`src/rtl/dcache_tag_ctrl.sv`:
```
// -----------------------------------------------------------------------------
// dcache_tag_ctrl
//
// Purpose
//   Controller for the data cache tag store SRAM. Sits between the dcache FSM
//   and the store, arbitrating lookup, refill and flush traffic onto a single
//   store port. The store has no reset, so an invalidate sweep runs after reset
//   and after every flush. The store reads on the falling edge, so read data
//   for an address driven in cycle N is usable before the rising edge ending N.
//
// Store word layout: {valid, dirty, tag[TAG_WIDTH-1:0]}
//
// Ports
//   clk_i, rst_ni                  clock, synchronous active-low reset
//   flush_i / flush_done_o         start invalidate sweep / end-of-sweep pulse
//   busy_o                         controller not idle
//   lookup_req_i, lookup_we_i,
//   lookup_index_i, lookup_tag_i   lookup request (we = store, marks line dirty)
//   lookup_gnt_o                   lookup accepted this cycle
//   lookup_valid_o, lookup_hit_o,
//   lookup_dirty_o, lookup_victim_o  registered lookup result, cycle after grant
//   refill_req_i, refill_index_i,
//   refill_tag_i, refill_dirty_i   line install request
//   refill_gnt_o                   refill written this cycle
//   ts_en_o, ts_we_o, ts_addr_o,
//   ts_wdata_o, ts_bit_en_o        tag store command
//   ts_rdata_i                     tag store read data
//   hit_count_o, miss_count_o      performance counters
//
// Configuration
//   DCACHE_TAG_CTRL_PERF_EN  when defined, hit_count_o/miss_count_o are
//                            saturating counters; otherwise tied to zero.
// -----------------------------------------------------------------------------
module dcache_tag_ctrl #(
    parameter int TAG_WIDTH = 20,
    parameter int NUM_WORDS = 256,
    localparam int IW = (NUM_WORDS > 1) ? $clog2(NUM_WORDS) : 1,
    localparam int WW = TAG_WIDTH + 2
) (
    input  logic                 clk_i,
    input  logic                 rst_ni,
    input  logic                 flush_i,
    output logic                 flush_done_o,
    output logic                 busy_o,
    input  logic                 lookup_req_i,
    input  logic                 lookup_we_i,
    input  logic [IW-1:0]        lookup_index_i,
    input  logic [TAG_WIDTH-1:0] lookup_tag_i,
    output logic                 lookup_gnt_o,
    output logic                 lookup_valid_o,
    output logic                 lookup_hit_o,
    output logic                 lookup_dirty_o,
    output logic [TAG_WIDTH-1:0] lookup_victim_o,
    input  logic                 refill_req_i,
    input  logic [IW-1:0]        refill_index_i,
    input  logic [TAG_WIDTH-1:0] refill_tag_i,
    input  logic                 refill_dirty_i,
    output logic                 refill_gnt_o,
    output logic                 ts_en_o,
    output logic                 ts_we_o,
    output logic [IW-1:0]        ts_addr_o,
    output logic [WW-1:0]        ts_wdata_o,
    output logic [WW-1:0]        ts_bit_en_o,
    input  logic [WW-1:0]        ts_rdata_i,
    output logic [31:0]          hit_count_o,
    output logic [31:0]          miss_count_o
);

    localparam logic [IW-1:0] LAST_IDX   = IW'(NUM_WORDS - 1);
    localparam logic [WW-1:0] DIRTY_MASK = WW'(1) << TAG_WIDTH;

    typedef enum logic [1:0] {
        ST_SWEEP    = 2'd0,
        ST_IDLE     = 2'd1,
        ST_DIRTY_WR = 2'd2
    } state_t;

    state_t                 state_q;
    logic [IW-1:0]          sweep_idx_q;
    logic                   done_q;
    logic                   valid_q;
    logic                   hit_q;
    logic                   dirty_q;
    logic [TAG_WIDTH-1:0]   victim_q;
    logic [IW-1:0]          idx_q;

    logic                   flush_start;
    logic                   refill_gnt;
    logic                   lookup_gnt;
    logic                   tag_hit;

    // Read data belongs to the lookup granted this cycle.
    assign tag_hit = ts_rdata_i[WW-1] && (ts_rdata_i[TAG_WIDTH-1:0] == lookup_tag_i);

    // Store command and grants. Everything is held quiet while reset is
    // asserted so a reset landing mid-write cannot corrupt a line.
    always_comb begin
        flush_start = 1'b0;
        refill_gnt  = 1'b0;
        lookup_gnt  = 1'b0;
        ts_en_o     = 1'b0;
        ts_we_o     = 1'b0;
        ts_addr_o   = '0;
        ts_wdata_o  = '0;
        ts_bit_en_o = '0;
        if (rst_ni) begin
            case (state_q)
                ST_SWEEP: begin
                    ts_en_o     = 1'b1;
                    ts_we_o     = 1'b1;
                    ts_addr_o   = sweep_idx_q;
                    ts_bit_en_o = '1;
                end
                ST_IDLE: begin
                    if (flush_i) begin
                        flush_start = 1'b1;
                    end else if (refill_req_i) begin
                        refill_gnt  = 1'b1;
                        ts_en_o     = 1'b1;
                        ts_we_o     = 1'b1;
                        ts_addr_o   = refill_index_i;
                        ts_wdata_o  = {1'b1, refill_dirty_i, refill_tag_i};
                        ts_bit_en_o = '1;
                    end else if (lookup_req_i) begin
                        lookup_gnt  = 1'b1;
                        ts_en_o     = 1'b1;
                        ts_addr_o   = lookup_index_i;
                    end
                end
                ST_DIRTY_WR: begin
                    // Only the dirty bit is touched; valid and tag stay as read.
                    ts_en_o     = 1'b1;
                    ts_we_o     = 1'b1;
                    ts_addr_o   = idx_q;
                    ts_wdata_o  = DIRTY_MASK;
                    ts_bit_en_o = DIRTY_MASK;
                end
                default: ;
            endcase
        end
    end

    always_ff @(posedge clk_i) begin
        if (!rst_ni) begin
            state_q     <= ST_SWEEP;
            sweep_idx_q <= '0;
            done_q      <= 1'b0;
            valid_q     <= 1'b0;
            hit_q       <= 1'b0;
            dirty_q     <= 1'b0;
            victim_q    <= '0;
            idx_q       <= '0;
        end else begin
            done_q  <= 1'b0;
            valid_q <= 1'b0;
            case (state_q)
                ST_SWEEP: begin
                    if (sweep_idx_q == LAST_IDX) begin
                        state_q     <= ST_IDLE;
                        sweep_idx_q <= '0;
                        done_q      <= 1'b1;
                    end else begin
                        sweep_idx_q <= sweep_idx_q + IW'(1);
                    end
                end
                ST_IDLE: begin
                    if (flush_start) begin
                        state_q     <= ST_SWEEP;
                        sweep_idx_q <= '0;
                    end else if (lookup_gnt) begin
                        valid_q  <= 1'b1;
                        hit_q    <= tag_hit;
                        dirty_q  <= ts_rdata_i[TAG_WIDTH];
                        victim_q <= ts_rdata_i[TAG_WIDTH-1:0];
                        idx_q    <= lookup_index_i;
                        if (lookup_we_i && tag_hit) begin
                            state_q <= ST_DIRTY_WR;
                        end
                    end
                end
                ST_DIRTY_WR: begin
                    state_q <= ST_IDLE;
                end
                default: begin
                    state_q     <= ST_SWEEP;
                    sweep_idx_q <= '0;
                end
            endcase
        end
    end

    assign flush_done_o    = done_q;
    assign busy_o          = (state_q != ST_IDLE);
    assign lookup_gnt_o    = lookup_gnt;
    assign refill_gnt_o    = refill_gnt;
    assign lookup_valid_o  = valid_q;
    assign lookup_hit_o    = hit_q;
    assign lookup_dirty_o  = dirty_q;
    assign lookup_victim_o = victim_q;

`ifdef DCACHE_TAG_CTRL_PERF_EN
    logic [31:0] hit_cnt_q;
    logic [31:0] miss_cnt_q;

    // Counters follow the registered result; a flush start clears them even
    // if a result is being reported in the same cycle.
    always_ff @(posedge clk_i) begin
        if (!rst_ni || flush_start) begin
            hit_cnt_q  <= '0;
            miss_cnt_q <= '0;
        end else if (valid_q) begin
            if (hit_q) begin
                if (hit_cnt_q != 32'hFFFF_FFFF) begin
                    hit_cnt_q <= hit_cnt_q + 32'd1;
                end
            end else begin
                if (miss_cnt_q != 32'hFFFF_FFFF) begin
                    miss_cnt_q <= miss_cnt_q + 32'd1;
                end
            end
        end
    end

    assign hit_count_o  = hit_cnt_q;
    assign miss_count_o = miss_cnt_q;
`else
    assign hit_count_o  = '0;
    assign miss_count_o = '0;
`endif

endmodule

```
`config.mk`:
```
export PLATFORM = sky130hd
export DESIGN_NAME = dcache_tag_ctrl
export DESIGN_NICKNAME = d
export VERILOG_FILES = /design/src/rtl/dcache_tag_ctrl.sv
export SDC_FILE = /design/constraint.sdc
export NUM_CORES = 1
export LEC_CHECK = 0
export BUFFER_PORTS_ARGS = -buffer_cell sky130_fd_sc_hd__clkbuf_2
export CORE_ASPECT_RATIO = 0.8
export CORE_MARGIN = 1.5
export CORE_UTILIZATION = 37
export CTS_CLUSTER_DIAMETER = 40
export DETAILED_ROUTE_END_ITERATION = 10
export PLACE_DENSITY = 0.78
export SETUP_SLACK_MARGIN = 0.4
export SLEW_MARGIN = 20
export SYNTH_ARGS = -nofsm -noshare
export SYNTH_HDL_FRONTEND = slang
export SYNTH_SLANG_ARGS = --single-unit
```
`constraint.sdc`:
```
create_clock -name clk_i -period 2.2 [get_ports clk_i]
set_clock_uncertainty 0.15 [all_clocks]
set_input_delay 0.11 -clock clk_i [delete_from_list [all_inputs] [get_ports clk_i]]
set_output_delay 0.11 -clock clk_i [all_outputs]
set_load 0.02 [all_outputs]
```
==> flow_summary.json, run 1 <==
{
  "postRouteAntennaNets": 0,
  "yosysSeqAreaShare_pct": 28.1,
  "start_util_pct": 38.0,
  "antenna_found_initial": 0,
  "slew-limit-headroom_pct": 57.4,
  "yosys_warnings": 0,
  "wirelength_mm": 10.8,
  "grt_pass1_vias": 3083,
  "maxCapViolCount": 0,
  "fin_area_sq_um": 4970,
  "ir_worst_vdd_mv": 0.279,
  "cts-root-buf": "clkbuf_8",
  "synth_cell_types": 38,
  "via_count": 3258,
  "rsz0062_at_grt": "true",
  "io_buffers": 165,
  "syn_area_sq_um": 2990,
  "cts_max_level": 2,
  "syn_to_final_growth_pct": 66.3,
  "hold_viol_final": 0,
  "layout-drive-gt1-share_pct": 47.2,
  "finalNetCount": 665,
  "grt_pass1_wl_mm": 15.4,
  "synth_cells": 380,
  "dpl_cell_area_sq_um": 3630,
  "synth.avg_cell_area_sq_um": 7.87,
  "setup_tns_ns": 0,
  "p_leak_nw": 2.27,
  "diodes": 0,
  "dr.pass1.iters": 5,
  "clock.fmax_mhz": 477,
  "worstSkewPairLatency_ns": 0.29,
  "yosys_register_bits": 42,
  "row_count": 29,
  "grt-ovfl-total": 0,
  "synth_commonest_cells": "buf_4 (84), nand2_1 (65), dfxtp_1 (42)",
  "required_ns": 1.94,
  "worstHoldPathType": "in2reg",
  "crit_fanout": 11,
  "ys.flop_type": "dfxtp_1",
  "cts_sinks": 42,
  "drt_iter0_drc": 174,
  "synth_edf_count": 0,
  "async_flop_share_pct": 0,
  "core_sq_um": 7870,
  "worstSetupStartpointType": "flop",
  "maxSlewViolCount": 0,
  "dieHeight_um": 83.4,
  "clockBufferDepth": 2,
  "setup_viol": 0,
  "io-pin-count": 230,
  "numCtsBuffers": 5,
  "grt_max_degree": 34,
  "pwr_density_cell_nw_per_um2": 346,
  "die-area_sq_um": 8630,
  "synth_top_area_share_pct": 28.1,
  "synth_most_common_cell": "buf_4",
  "grtUsageTotal_pct": 22.9,
  "cp-end-kind": "primary output",
  "drc": 0,
  "wl_per_cell_um": 15.9,
  "die_width_um": 103,
  "gp_congestion": 0.906,
  "vias_per_cell": 4.78,
  "tightest_slew_ns": 0.637,
  "period_minus_slack_ns": 2.10,
  "cts_tree": "built",
  "path_class": "reg2out",
  "dp_hpwl_mm": 6.66,
  "status": "completed",
  "yosys.area.top_type": "dfxtp_1",
  "clk_pin_slew_worst_paths_ns": 0.08,
  "finalCritPeriodShare_pct": 95.2,
  "synth_area_leaders": "dfxtp_1 (28%), buf_4 (21%), nand2_1 (8.2%)",
  "arrival_ns": 1.84
}
[state kept, by name, indices dropped and copies added, names as in the netlist]
name / cells
flush_done_o: 1
lookup_valid_o: 1
lookup_hit_o: 1
lookup_dirty_o: 1
sweep_idx_q: 8
state_q: 2
idx_q: 8
lookup_victim_o: 20
[stage by stage]
stage | hold WS [ns] | setup slack [ns] | power [mW] | cells | util, %
5_1_grt | 0.111 | 0.0145 | 1.79 | 682 | 63.1
2_1_floorplan | 0.0949 | 0.367 | 1.12 | 443 | -
4_1_cts | 0.0801 | 0.118 | 1.70 | 672 | 58.1
3_5_place_dp | 0.201 | 0.199 | 1.14 | 622 | 46.1
3_3_place_gp | 0.187 | 0.247 | 1.13 | 622 | 46.1
6_report | 0.0854 | 0.105 | 1.72 | 682 | 63.1
[cell usage in the layout (no fill, tap or decap), types with 3 or more instances in the layout]
master         count
a222oi_1           8
o21ai_0            3
ha_4               3
nand4_1            6
nand2_2            3
conb_1            64
dfxtp_1           40
clkbuf_8          13
xor2_1             7
nand3_1            8
buf_4             17
clkbuf_16          3
nand2_4            5
a21oi_2            9
buf_6             23
a21boi_1          31
clkbuf_2         115
dlygate4sd3_1     29
a21oi_4            6
nand2_1           57
buf_8             26
nor2_1            10
nor2b_1            3
nor2_4             3
and2_4            23
nor3_2             4
xnor2_1           15
[cell families after synthesis]
group	count (synthesis)	synth area share [%]
adders and majority gates	5	2.09
other	1	0.125
DFF	42	28.1
buffers and inverters	108	24.2
AOI/OAI and AO/OA	65	16.2
and+or+nand+nor	137	22.8
xor gates and xnor gates	22	6.45
[worst max-delay path, stage by stage, from the launching register on]
cell,delay (ns)
dfxtp_4,0.37
inv_4,0.07
ha_4,0.15
inv_4,0.04
nor2_4,0.17
nand2_4,0.11
buf_4,0.16
a21oi_4,0.16
buf_12,0.14
clkbuf_4,0.17
[final timing paths]
path / depth (start not counted) / start / endpoint / slack, ns
max: 9 / state_q[1] / ts_bit_en_o[10] / 0.10
min: 3 / rst_ni / flush_done_o / 0.09
max reg2reg: 7 / state_q[1] / sweep_idx_q[4] / 0.19
min reg2reg: 2 / lookup_victim_o[11] / lookup_victim_o[11] / 0.30
[report_power, final]
part	leakage, nW	switching [mW]	internal (mW)
logic	1.89	0.267	0.195
registers	0.340	0.00580	0.762
clock network	0.0431	0.250	0.242
[layer usage]
layer / track usage [%] / wire length [um]
met1: 26.3 / 4000
met2: 39.6 / 5500
met3: 5.64 / 947
met4: 9.95 / 382
met5: 0 / 0
[repair_timing]
action                                  in CTS  in global routing
hold buffers                                29                  0
endpoints found under the setup margin      67                 89
pin swaps                                   37                 30
gates resized for setup                    115                105
gates cloned                                 6                  4
endpoints found under the hold margin       29                  0
setup buffers                                9                  6
[cell type report]
type	instances	area, sq um
tap	108	135
fill	644	2900
clock buffer	6	82.6
multi-input combinational	296	2010
timing repair buffer	224	1870
sequential	42	848
inverter	6	27.5
Power figures use the tool's default switching activity.
==> run 2: changes to the inputs <==
- SETUP_SLACK_MARGIN: 0.4 -> 0.3
==> run 2 against run 1 <==
Global-route usage increased by 0.39 points. Combinational power decreased by 7.2%. First-iteration DRC count increased by 28%. Utilization decreased by 3.5 points. Largest cell class unchanged. Largest power group unchanged.
==> flow_summary.json, run 2 (synthesized netlist as in run 1, its figures left out) <==
{
  "path_class": "reg2out",
  "ir_worst_vdd_mv": 0.271,
  "maxCapViolCount": 0,
  "dr.pass1.iters": 6,
  "row_count": 29,
  "worstSetupStartpointType": "flop",
  "rsz0062_at_grt": "true",
  "grt-ovfl-total": 0,
  "clock.fmax_mhz": 481,
  "cp-end-kind": "primary output",
  "worstHoldPathType": "in2reg",
  "fin_area_sq_um": 4700,
  "clockBufferDepth": 2,
  "final_cell_mix": "clkbuf_2 (110), conb_1 (64), nand2_1 (62), dfxtp_1 (40), buf_4 (35)",
  "die_width_um": 103,
  "wl_per_cell_um": 15.6,
  "grtUsageTotal_pct": 23.3,
  "start_util_pct": 38.0,
  "cts_sinks": 42,
  "tightest_slew_ns": 0.504,
  "setup_tns_ns": 0,
  "io_buffers": 165,
  "worstSkewPairLatency_ns": 0.30,
  "p_leak_nw": 2.16,
  "antenna_found_initial": 0,
  "grt_pass1_vias": 3128,
  "slew-limit-headroom_pct": 66.2,
  "io-pin-count": 230,
  "cts_tree": "built",
  "status": "completed",
  "dp_hpwl_mm": 6.72,
  "multi_input_area_sq_um": 1870,
  "regArea_sq_um": 846,
  "numCtsBuffers": 5,
  "wirelength_mm": 10.5,
  "drt_iter0_drc": 222,
  "gp_congestion": 0.832,
  "hold_viol_final": 0,
  "dpl_cell_area_sq_um": 3620,
  "core_sq_um": 7870,
  "drc": 0,
  "arrival_ns": 1.82,
  "required_ns": 1.94,
  "grt_pass1_wl_mm": 15.5,
  "setup_viol": 0,
  "clk_pin_slew_worst_paths_ns": 0.08,
  "finalNetCount": 656,
  "dieHeight_um": 83.4,
  "vias_per_cell": 4.72,
  "maxSlewViolCount": 0,
  "layout_commonest_cell": "clkbuf_2",
  "finalCritPeriodShare_pct": 94.4,
  "crit_fanout": 7,
  "layout-drive-gt1-share_pct": 44.3,
  "via_count": 3187,
  "cts_max_level": 2,
  "die-area_sq_um": 8630,
  "largest_reg_flops": 20,
  "diodes": 0,
  "syn_to_final_growth_pct": 57.2,
  "grt_max_degree": 31,
  "postRouteAntennaNets": 0,
  "cts-root-buf": "clkbuf_8",
  "fill_cells": 669,
  "pwr_density_cell_nw_per_um2": 383,
  "period_minus_slack_ns": 2.08
}
run 2: cell types whose count changed in the layout (fill, tap and decap cells not counted), moves of 4 or more:
cell	previous run	this run
nand2_4	5	1
buf_6	23	7
clkbuf_2	115	110
buf_4	17	35
buf_8	26	21
nand2_1	57	62
a21oi_4	6	1
run 2: metal layers:
metal / share of wire, % / vias to the layer above / track usage [%]
li1: - / 1498 / -
met1: 37 / 1485 / 26.3
met2: 51 / 177 / 41.4
met3: 8.7 / 27 / 5.39
met4: 3.1 / 0 / 9.46
met5: 0 / - / 0
run 2: final timing paths:
check                      start                  end  slack [ns]  cells past startpoint
max                   state_q[1]       ts_wdata_o[11]        0.12                      9
min               ts_rdata_i[21]         lookup_hit_o        0.09                      5
max reg2reg           state_q[1]           state_q[0]        0.24                      9
min reg2reg  lookup_victim_o[11]  lookup_victim_o[11]        0.31                      2
run 2: what timing repair did:
item                                    in CTS  in global routing
resized for setup                          101                 86
endpoints found under the setup margin      63                 64
pin swaps                                   36                 20
buffers inserted                             5                  5
hold buffers                                29                  0
cloned                                       5                  1
endpoints found under the hold margin       29                  0
run 2: area by class of cell:
class,count,share of cell area (%)
timing repair buffer,217,36.5
inverter,6,0.586
tap,108,2.88
sequential,42,18.0
multi-input combinational,294,39.7
clock inverter,3,0.852
clock buffer,5,1.46
run 2: through the flow:
| step | cells | hold WS (ns) | util, % | total power, mW | setup slack [ns] |
|---|---|---|---|---|---|
| finish | 675 | 0.0924 | 59.7 | 1.80 | 0.123 |
| global route | 675 | 0.150 | 59.7 | 1.88 | 0.0340 |
| CTS | 669 | 0.129 | 57.2 | 1.79 | 0.133 |
| detailed placement | 622 | 0.208 | 46.0 | 1.14 | 0.189 |
| global placement | 622 | 0.188 | 46.0 | 1.14 | 0.247 |
| floorplan | 443 | 0.0949 | - | 1.12 | 0.307 |
run 2: power breakdown:
part	total, mW	leakage [nW]	switching, mW	internal [mW]
clock	0.605	0.0579	0.271	0.334
combinational	0.428	1.76	0.253	0.175
sequential	0.769	0.340	0.00610	0.763
run 2: worst max-delay path, cell delays in order, from the launching register on:
cell	delay, ns
dfxtp_4	0.36
inv_4	0.07
ha_4	0.15
inv_4	0.04
nor2_4	0.18
nand2_4	0.11
nor2_4	0.20
buf_6	0.15
and2_4	0.15
buf_8	0.11
==> run 3: changes to the inputs <==
- ABC_AREA: unset -> 1
==> run 3 against run 2 <==
Global-route usage decreased by 1.1 points. Via count rose by 14%. Register-to-register slack got worse by 0.05 ns. Clock power fell by 18%. Largest cell class is now buffers.
==> flow_summary.json, run 3 <==
{
  "internal-power_mw": 1.20,
  "syn_to_final_growth_pct": 62.2,
  "arrival_ns": 1.81,
  "synth_cell_types": 29,
  "worstSkewPairLatency_ns": 0.29,
  "synth_commonest_cells": "nand2_1 (96), buf_4 (85), inv_1 (76)",
  "maxCapViolCount": 0,
  "io_buffers": 165,
  "synth.avg_cell_area_sq_um": 6.39,
  "clock.fmax_mhz": 482,
  "worstHoldPathType": "in2reg",
  "start_util_pct": 38.5,
  "clockPowerShare_pct": 27.6,
  "finalCritPeriodShare_pct": 94.2,
  "vias_per_cell": 4.63,
  "dr.pass1.iters": 6,
  "grtUsageTotal_pct": 22.2,
  "clk_pin_slew_worst_paths_ns": 0.08,
  "rsz0062_at_grt": "true",
  "final_cell_mix": "clkbuf_2 (110), nand2_1 (92), inv_1 (70), conb_1 (64), dfxtp_1 (40)",
  "core_sq_um": 8020,
  "required_ns": 1.94,
  "die_width_um": 105,
  "crit_fanout": 6,
  "synth_cells": 483,
  "diodes": 0,
  "setup_viol": 0,
  "clockBufferDepth": 2,
  "status": "completed",
  "path_class": "reg2out",
  "numCtsBuffers": 5,
  "p_total_mw": 1.80,
  "slowest_stage": "dfxtp_2",
  "setup_tns_ns": 0,
  "ys.flop_type": "dfxtp_1",
  "yosys_register_bits": 42,
  "maxSlewViolCount": 0,
  "p_leak_nw": 2.59,
  "cp-end-kind": "primary output",
  "grt_max_degree": 23,
  "period_minus_slack_ns": 2.07,
  "cts-root-buf": "clkbuf_8",
  "dieHeight_um": 84.7,
  "cpMostUsedCell": "buf_6",
  "grt-ovfl-total": 0,
  "synth_edf_count": 0,
  "synth_top_area_share_pct": 27.2,
  "path_buf_inv": 5,
  "yosysSeqAreaShare_pct": 27.2,
  "swShare_pct": 33.3,
  "path_delay_family": "buffers and inverters",
  "yosys_warnings": 0,
  "wl_per_cell_um": 14.0,
  "fill_cells": 666,
  "worstSetupStartpointType": "flop",
  "netSwitchingPower_mw": 0.599,
  "drt_iter0_drc": 198,
  "via_count": 3631,
  "yosys.area.top_type": "dfxtp_1",
  "row_count": 29,
  "cts_max_level": 2,
  "path_cells": "inv_2 > ha_4 > inv_4 > nor2_4 > nand2_4 > buf_6 > a21oi_4 > buf_6 > clkbuf_8",
  "cts_tree": "built",
  "p_comb_share_pct": 29.5,
  "cts_sinks": 42,
  "layout_commonest_cell": "clkbuf_2",
  "largest_reg_flops": 20,
  "synth_most_common_cell": "nand2_1",
  "p_seq_share_pct": 42.8,
  "grt_pass1_vias": 3347,
  "gp_congestion": 0.922,
  "io-pin-count": 230,
  "finalNetCount": 765,
  "critPathMaxStageDelay_ns": 0.34,
  "dp_hpwl_mm": 6.69,
  "ir_worst_vdd_mv": 0.274,
  "grt_pass1_wl_mm": 16.0,
  "async_flop_share_pct": 0,
  "postRouteAntennaNets": 0,
  "syn_area_sq_um": 3090,
  "layout-drive-gt1-share_pct": 39.5,
  "pwr_density_cell_nw_per_um2": 359,
  "synth_area_leaders": "dfxtp_1 (27%), buf_4 (21%), nand2_1 (12%)",
  "hold_viol_final": 0,
  "drc": 0,
  "wirelength_mm": 10.9,
  "antenna_found_initial": 0,
  "die-area_sq_um": 8910
}
==> run 3: cell count changes in the layout (fill, tap and decap cells not counted), sizes merged, moves of 14 or more <==
cell / delta
a21boi: -31
a21oi: +27
and2: -24
inv: +76
nand2: +33
nor2: +43
o21ai: +20
xnor2: -14
==> run 3: area by class of cell <==
| cell class | count | area [sq um] | area share (%) |
|---|---|---|---|
| multi-input cells | 326 | 1800 | 35.8 |
| well taps | 108 | 135 | 2.70 |
| clock inverters | 3 | 18.8 | 0.375 |
| inverters | 80 | 313 | 6.24 |
| repair buffers | 220 | 1830 | 36.6 |
| clock buffers | 5 | 68.8 | 1.37 |
| flip-flops and latches | 42 | 846 | 16.9 |
==> run 3: logic make-up after synthesis <==
kind of cell | share of synthesized area, %
AO/OA/AOI/OAI | 14.8
XOR/XNOR | 0.567
adder cells (fa/ha/maj) | 2.03
buffers and inverters | 32.1
flip-flops | 27.2
other | 0.121
AND/OR/NAND/NOR | 23.1
==> run 3: power groups by stage <==
| stage | Clock [mW] | Combinational, mW | Sequential (mW) |
|---|---|---|---|
| after floorplan | 0 | 0.354 | 0.787 |
| after global placement | 0 | 0.374 | 0.788 |
| after detailed placement | 0 | 0.381 | 0.788 |
| after CTS | 0.516 | 0.477 | 0.769 |
| after global routing | 0.559 | 0.568 | 0.771 |
| final | 0.497 | 0.531 | 0.769 |
==> run 3: worst min-delay path, cell delays in order <==
cell	delay (ns)
clkbuf_2	0.11
o21ai_1	0.14
a21oi_1	0.05
==> run 3: worst paths after layout <==
path | from | to | slack, ns | depth (start not counted)
hold / removal | lookup_index_i[1] | idx_q[1] | 0.008 | 3
setup / recovery | state_q[1] | ts_bit_en_o[15] | 0.13 | 9
hold reg to reg | idx_q[7] | idx_q[7] | 0.31 | 2
setup reg to reg | state_q[1] | state_q[1] | 0.19 | 14
==> run 3: timing repair <==
item                                    in CTS  in global routing
setup buffers                                6                  5
hold buffers                                25                  2
gates cloned                                 6                  1
endpoints found under the setup margin      55                 85
gates resized for setup                    142                119
hold endpoints to repair                    25                  2
pin swaps                                    9                 16
==> run 3: per-stage QoR <==
stage | setup slack, ns | instances | instance area, sq um | utilization, % | hold WS [ns]
2_1_floorplan | 0.113 | 546 | 3330 | - | 0.103
3_3_place_gp | 0.399 | 731 | 3670 | 45.8 | 0.200
3_5_place_dp | 0.320 | 731 | 3670 | 45.8 | 0.203
4_1_cts | 0.173 | 776 | 4660 | 58.1 | 0.00271
5_1_grt | 0.0622 | 784 | 5010 | 62.5 | 0.00941
6_report | 0.127 | 784 | 5010 | 62.5 | 0.00750
==> run 3: routing by layer <==
metal  wire length, um  part of all wire, %  GRT usage, %  up-vias
li1                  -                    -             -     1736
met1              4180                   38          25.8     1650
met2              5750                   53          41.3      203
met3               703                  6.4          3.34       42
met4               314                  2.9          7.85        0
met5                 0                    0             0        -
